[config.mk]
export PLATFORM = sky130hd
export DESIGN_NAME = sync_vg_prog
export DESIGN_NICKNAME = d
export VERILOG_FILES = /design/src/rtl/sync_vg_prog.sv
export SDC_FILE = /design/constraint.sdc
export NUM_CORES = 1
export LEC_CHECK = 0
export CAP_MARGIN = 20
export CORE_AREA = 2 2 178 180
export CTS_CLUSTER_DIAMETER = 80
export DETAILED_ROUTE_END_ITERATION = 8
export DIE_AREA = 0 0 180 182
export PLACE_DENSITY_LB_ADDON = 0.15
export SYNTH_ARGS = -nofsm -noshare
export SYNTH_HDL_FRONTEND = slang
export SYNTH_SLANG_ARGS = --single-unit
[constraint.sdc]
create_clock -name i_clk -period 7.9 [get_ports i_clk]
set_clock_uncertainty 0.2 [all_clocks]
set_input_delay 1.58 -clock i_clk [delete_from_list [all_inputs] [get_ports i_clk]]
set_output_delay 1.58 -clock i_clk [all_outputs]
set_load 0.005 [all_outputs]
[src/rtl/sync_vg_prog.sv]
// sync_vg_prog: runtime-programmable video timing generator.
// Produces registered HS/VS/DE, active-pixel coordinates and frame/line strobes.
// A new timing set is offered over a valid/ready handshake. It is checked for
// legality, held in a pending register, and swapped in only at the last pixel
// of a frame, so the active timing never changes mid-frame.
// Ports:
//   i_clk, i_rst                  pixel clock, synchronous active-high reset
//   i_cfg_valid / o_cfg_ready     config handshake (ready = nothing pending)
//   i_cfg_h_* / i_cfg_v_*         offered horizontal / vertical timing fields
//   i_cfg_hs_pol / i_cfg_vs_pol   offered sync polarity (1 = active-high)
//   o_cfg_applied                 pulse on the first output cycle of a new timing
//   o_cfg_err                     pulse the cycle after an illegal offer
//   o_hs_out, o_vs_out, o_de_out  timing outputs
//   o_x_act, o_y_act              active-pixel column / row (0 outside active)
//   o_frame_start, o_line_start   strobes for h_cnt==0 (and v_cnt==0)
module sync_vg_prog #(
  parameter int unsigned X_BITS  = 12,
  parameter int unsigned Y_BITS  = 12,
  parameter int unsigned H_TOTAL = 1650,
  parameter int unsigned H_SYNC  = 40,
  parameter int unsigned H_BP    = 220,
  parameter int unsigned H_ACT   = 1280,
  parameter int unsigned V_TOTAL = 750,
  parameter int unsigned V_SYNC  = 5,
  parameter int unsigned V_BP    = 20,
  parameter int unsigned V_ACT   = 720,
  parameter int unsigned HS_POL  = 1,
  parameter int unsigned VS_POL  = 1
) (
  input  logic              i_clk,
  input  logic              i_rst,
  input  logic              i_cfg_valid,
  output logic              o_cfg_ready,
  input  logic [X_BITS-1:0] i_cfg_h_total,
  input  logic [X_BITS-1:0] i_cfg_h_sync,
  input  logic [X_BITS-1:0] i_cfg_h_bp,
  input  logic [X_BITS-1:0] i_cfg_h_act,
  input  logic [Y_BITS-1:0] i_cfg_v_total,
  input  logic [Y_BITS-1:0] i_cfg_v_sync,
  input  logic [Y_BITS-1:0] i_cfg_v_bp,
  input  logic [Y_BITS-1:0] i_cfg_v_act,
  input  logic              i_cfg_hs_pol,
  input  logic              i_cfg_vs_pol,
  output logic              o_cfg_applied,
  output logic              o_cfg_err,
  output logic              o_hs_out,
  output logic              o_vs_out,
  output logic              o_de_out,
  output logic [X_BITS-1:0] o_x_act,
  output logic [Y_BITS-1:0] o_y_act,
  output logic              o_frame_start,
  output logic              o_line_start
);

  typedef struct packed {
    logic [X_BITS-1:0] h_total;
    logic [X_BITS-1:0] h_sync;
    logic [X_BITS-1:0] h_bp;
    logic [X_BITS-1:0] h_act;
    logic [Y_BITS-1:0] v_total;
    logic [Y_BITS-1:0] v_sync;
    logic [Y_BITS-1:0] v_bp;
    logic [Y_BITS-1:0] v_act;
    logic              hs_pol;
    logic              vs_pol;
  } cfg_t;

  cfg_t              w_cfg_dflt;
  cfg_t              w_cfg_in;
  cfg_t              r_act;
  cfg_t              r_pend;
  logic              r_pending;
  logic              r_apply_q;
  logic [X_BITS-1:0] r_h_cnt;
  logic [Y_BITS-1:0] r_v_cnt;

  assign w_cfg_dflt = '{
    h_total: X_BITS'(H_TOTAL), h_sync: X_BITS'(H_SYNC),
    h_bp:    X_BITS'(H_BP),    h_act:  X_BITS'(H_ACT),
    v_total: Y_BITS'(V_TOTAL), v_sync: Y_BITS'(V_SYNC),
    v_bp:    Y_BITS'(V_BP),    v_act:  Y_BITS'(V_ACT),
    hs_pol:  (HS_POL != 0),    vs_pol: (VS_POL != 0)
  };

  assign w_cfg_in = '{
    h_total: i_cfg_h_total, h_sync: i_cfg_h_sync, h_bp: i_cfg_h_bp, h_act: i_cfg_h_act,
    v_total: i_cfg_v_total, v_sync: i_cfg_v_sync, v_bp: i_cfg_v_bp, v_act: i_cfg_v_act,
    hs_pol:  i_cfg_hs_pol,  vs_pol: i_cfg_vs_pol
  };

  // Legality of the offered config; three-term sums get two spare bits.
  logic [X_BITS+1:0] w_h_need;
  logic [Y_BITS+1:0] w_v_need;
  logic              w_legal;
  logic              w_xfer;

  assign w_h_need = {2'b00, i_cfg_h_sync} + {2'b00, i_cfg_h_bp} + {2'b00, i_cfg_h_act};
  assign w_v_need = {2'b00, i_cfg_v_sync} + {2'b00, i_cfg_v_bp} + {2'b00, i_cfg_v_act};
  assign w_legal  = (w_h_need <= {2'b00, i_cfg_h_total}) &&
                    (w_v_need <= {2'b00, i_cfg_v_total}) &&
                    (i_cfg_h_sync != '0) && (i_cfg_h_act != '0) &&
                    (i_cfg_v_sync != '0) && (i_cfg_v_act != '0) &&
                    (i_cfg_h_total >= X_BITS'(4)) && (i_cfg_v_total >= Y_BITS'(2));
  // Handshake and apply are mutually exclusive: one needs pending clear, the other set.
  assign w_xfer      = i_cfg_valid && !r_pending;
  assign o_cfg_ready = !r_pending;

  // Decode of the current counter state against the active timing.
  logic [X_BITS:0]   w_h_start;
  logic [X_BITS+1:0] w_h_end;
  logic [Y_BITS:0]   w_v_start;
  logic [Y_BITS+1:0] w_v_end;
  logic              w_h_in;
  logic              w_v_in;
  logic [X_BITS-1:0] w_x;
  logic [Y_BITS-1:0] w_y;
  logic              w_h_last;
  logic              w_v_last;
  logic              w_apply;

  assign w_h_start = {1'b0, r_act.h_sync} + {1'b0, r_act.h_bp};
  assign w_h_end   = {1'b0, w_h_start} + {2'b00, r_act.h_act};
  assign w_v_start = {1'b0, r_act.v_sync} + {1'b0, r_act.v_bp};
  assign w_v_end   = {1'b0, w_v_start} + {2'b00, r_act.v_act};
  assign w_h_in    = ({1'b0, r_h_cnt} >= w_h_start) && ({2'b00, r_h_cnt} < w_h_end);
  assign w_v_in    = ({1'b0, r_v_cnt} >= w_v_start) && ({2'b00, r_v_cnt} < w_v_end);
  // Only used while inside the span, where the difference cannot go negative.
  assign w_x       = r_h_cnt - w_h_start[X_BITS-1:0];
  assign w_y       = r_v_cnt - w_v_start[Y_BITS-1:0];
  assign w_h_last  = ({1'b0, r_h_cnt} + (X_BITS+1)'(1)) == {1'b0, r_act.h_total};
  assign w_v_last  = ({1'b0, r_v_cnt} + (Y_BITS+1)'(1)) == {1'b0, r_act.v_total};
  assign w_apply   = w_h_last && w_v_last && r_pending;

  always_ff @(posedge i_clk) begin
    if (i_rst) begin
      r_h_cnt       <= '0;
      r_v_cnt       <= '0;
      r_act         <= w_cfg_dflt;
      r_pend        <= w_cfg_dflt;
      r_pending     <= 1'b0;
      r_apply_q     <= 1'b0;
      o_cfg_applied <= 1'b0;
      o_cfg_err     <= 1'b0;
      o_hs_out      <= (HS_POL == 0);
      o_vs_out      <= (VS_POL == 0);
      o_de_out      <= 1'b0;
      o_x_act       <= '0;
      o_y_act       <= '0;
      o_frame_start <= 1'b0;
      o_line_start  <= 1'b0;
    end else begin
      if (w_h_last) begin
        r_h_cnt <= '0;
        r_v_cnt <= w_v_last ? '0 : r_v_cnt + Y_BITS'(1);
      end else begin
        r_h_cnt <= r_h_cnt + X_BITS'(1);
      end

      if (w_apply) begin
        r_act     <= r_pend;
        r_pending <= 1'b0;
      end else if (w_xfer && w_legal) begin
        r_pend    <= w_cfg_in;
        r_pending <= 1'b1;
      end

      // Two stages so the pulse lines up with the decode of the new frame's first pixel.
      r_apply_q     <= w_apply;
      o_cfg_applied <= r_apply_q;
      o_cfg_err     <= w_xfer && !w_legal;

      o_hs_out      <= (r_h_cnt < r_act.h_sync) ^ !r_act.hs_pol;
      o_vs_out      <= (r_v_cnt < r_act.v_sync) ^ !r_act.vs_pol;
      o_de_out      <= w_h_in && w_v_in;
      o_x_act       <= w_h_in ? w_x : '0;
      o_y_act       <= w_v_in ? w_y : '0;
      o_line_start  <= (r_h_cnt == '0);
      o_frame_start <= (r_h_cnt == '0) && (r_v_cnt == '0);
    end
  end

endmodule

==> flow_metrics.env <==
export IMPL_synth_top_family_by_area="simple AND/OR/NAND/NOR gates"
export IMPL_area_growth_pct=15.4
export IMPL_cts_tree="done"
export IMPL_place_gp_congestion=0.917
export IMPL_vias_per_cell=5.72
export IMPL_yosys_warnings=0
export IMPL_synth_xor_area_share_pct=5.53
export IMPL_fin_area_mm2=0.0192
export IMPL_synth_top_flop_cell="dfxtp_1"
export IMPL_dr_pass1_iters=5
export IMPL_ys_types=71
export IMPL_synth_edf_count=0
export IMPL_total_power_mw=3.34
export IMPL_numPlacedInstances=2376
export IMPL_met1_usage_pct=42.4
export IMPL_endpoint_kind="flop"
export IMPL_powerDensity_mw_per_mm2=174
export IMPL_die_h_um=182
export IMPL_post_cts_buffers=0
export IMPL_clock_sinks=253
export IMPL_vdd_drop_max_uv=158
export IMPL_critPathArrivalTime_ns=6.96
export IMPL_num_vias=13900
export IMPL_grt_pass1_vias=13100
export IMPL_layout_nets=2303
export IMPL_seq_area_frac_synth_pct=30.4
export IMPL_crit_fanout=33
export IMPL_placed_area_mm2=0.0182
export IMPL_period_needed_ns=6.68
export IMPL_grt_busiest_layer="met1"
export IMPL_portBuffers=132
export IMPL_initial_utilization_pct=53.8
export IMPL_clock_latency_ns=0.55
export IMPL_cts_buffers=28
export IMPL_grt_usage_pct=26.3
export IMPL_syn_nets=2210
export IMPL_cts_root_buf="clkbuf_16"
export IMPL_setup_viol=0
export IMPL_final_hold_viol_count=0
export IMPL_core_mm2=0.0310
export IMPL_worst_pin_slew_ns=1.03
export IMPL_p_leak_nw=8.37
export IMPL_use_met3_pct=2.53
export IMPL_run_status="finished clean"
export IMPL_synth_avg_cell_area_um2=8.72
export IMPL_relSlewSlack_pct=31.1
export IMPL_drt_iter0_markers=1081
export IMPL_hold_buffers=0
export IMPL_fin_util_pct=62.0
export IMPL_async_flop_share_pct=0
export IMPL_wl_um=43700
export IMPL_synth_seq_cells=253
export IMPL_synth_simple_gate_area_share_pct=17.8
export IMPL_ant_nets=0
export IMPL_io_pins=133
export IMPL_synth_compound_area_share_pct=13.1
export IMPL_clock_path_buffers=3
export IMPL_grt_max_degree=106
export IMPL_die_w_um=180
export IMPL_fmax_mhz=150
export IMPL_routedWlPerCell_um=18.0
export IMPL_synth_fa_ha_area_share_pct=16.3
export IMPL_rsz0062_at_grt="false"
export IMPL_maxCapViolCount=0
export IMPL_grt_pass1_wl_um=70300
export IMPL_syn_area_mm2=0.0167
export IMPL_layout_common_cells="253 x dfxtp_1, 237 x nand2_1, 196 x mux2i_1, 172 x nor2_1, 166 x ha_1"
export IMPL_hold_slack_ns=0.242
export IMPL_layout_commonest_cell="dfxtp_1"
export IMPL_use_met2_pct=37.5
export IMPL_fin_tns_setup_ns=0
export IMPL_required_ns=8.18
export IMPL_cp_start_kind="input port"
export IMPL_worst_hold_path_type="flop to flop"
export IMPL_diodes=0
export IMPL_fin_crit_sh_pct=84.6
export IMPL_placementRows=65
export IMPL_route_detailed_drc=0
export IMPL_fin_cells=2428
export IMPL_dieArea_mm2=0.0328
export IMPL_drive_gt1_share_pct=4.10
export IMPL_ctsResizeCount=0
export IMPL_path_class="input port to flop"
export IMPL_clkTransAtPathRegs_ns=0.07
export IMPL_grt_remaining_overflow=0
export IMPL_syn_inst=1911
export IMPL_cts_htree_levels=1
export IMPL_setup_ws_ns=1.22
export IMPL_antenna_found_initial=0
export IMPL_post_place_ws_ns=0.701
export IMPL_slew_violations=0
export IMPL_dp_hpwl_um=33200
export IMPL_synthMuxAreaShare_pct=11.8
sequential cells by signal, indices dropped and copies added (netlist names), 12 cells and up:
signal / count
r_act: 98
r_v_cnt: 12
r_h_cnt: 12
r_pend: 98
o_x_act: 12
o_y_act: 12
cell type report:
cell class | count | area (um^2)
Fill cell | 2712 | 11800
Multi-Input combinational cell | 1450 | 10800
Sequential cell | 253 | 5060
Timing Repair Buffer | 142 | 1420
Clock buffer | 38 | 810
Tap cell | 402 | 503
Inverter | 129 | 489
Clock inverter | 14 | 174
cells by family after synthesis:
logic type / count (synthesis)
simple gates: 640
compound gates: 314
buf+inv: 208
flops: 253
fa+ha+maj: 198
xor+xnor: 102
mux: 196
cell usage after synthesis (8+ instances only):
| library cell | n | share of area [%] |
|---|---|---|
| a2111oi_0 | 8 | 0.42 |
| a211oi_1 | 9 | 0.41 |
| a21o_1 | 30 | 1.4 |
| a21oi_1 | 59 | 1.8 |
| a31oi_1 | 14 | 0.53 |
| and3_1 | 12 | 0.45 |
| buf_2 | 18 | 0.54 |
| buf_4 | 9 | 0.41 |
| clkbuf_1 | 49 | 1.1 |
| dfxtp_1 | 253 | 30 |
| fa_1 | 32 | 3.8 |
| ha_1 | 166 | 12 |
| inv_1 | 128 | 2.9 |
| mux2i_1 | 196 | 12 |
| nand2_1 | 237 | 5.3 |
| nand2b_1 | 16 | 0.60 |
| nand3_1 | 41 | 1.2 |
| nand4_1 | 18 | 0.68 |
| nor2_1 | 172 | 3.9 |
| nor2b_1 | 18 | 0.68 |
| nor3_1 | 37 | 1.1 |
| nor4_1 | 27 | 1.0 |
| o211ai_1 | 8 | 0.36 |
| o21a_1 | 26 | 1.2 |
| o21ai_0 | 53 | 1.6 |
| o21bai_1 | 16 | 0.72 |
| o31ai_1 | 11 | 0.50 |
| o32ai_1 | 10 | 0.53 |
| or2_2 | 9 | 0.34 |
| or3_1 | 14 | 0.53 |
| xnor2_1 | 60 | 3.2 |
| xor2_1 | 40 | 2.1 |
path summary, 6_finish.rpt:
check / from / end / slack (ns) / cells past startpoint
worst max-delay path: i_cfg_h_sync[1] / r_pend[70] / 1.22 / 22
worst min-delay path: r_apply_q / o_cfg_applied / 0.24 / 1
worst max register to register: r_act[27] / o_y_act[3] / 2.24 / 21
worst min register to register: r_apply_q / o_cfg_applied / 0.24 / 1
worst max-delay path: stages:
cell             delay, ns
clkdlybuf4s50_1       0.52
inv_1                 0.08
fa_1                  0.53
inv_1                 0.04
ha_1                  0.21
inv_1                 0.08
fa_1                  0.20
nor2b_1               0.06
o21ai_0               0.18
a21oi_1               0.12
o41ai_1               0.53
o21bai_1              0.13
a21oi_1               0.19
xnor2_1               0.08
ha_1                  0.29
nand4_1               0.13
or4_1                 0.52
o21ai_0               0.09
o211ai_1              0.11
and4bb_4              0.71
buf_12                0.31
mux2i_1               0.22
report_power, final:
part	internal [mW]	switching [mW]
logic	0.284	0.342
registers	1.32	0.0168
clock network	0.821	0.552
total	2.43	0.911
routing by layer:
layer,part of all wire (%),vias up,routed length [um]
li1,-,6941,-
met1,53,6485,23300
met2,39,401,17200
met3,5.8,52,2540
met4,1.6,0,680
met5,0,-,0
No activity file was read; power rests on OpenSTA's default activity.
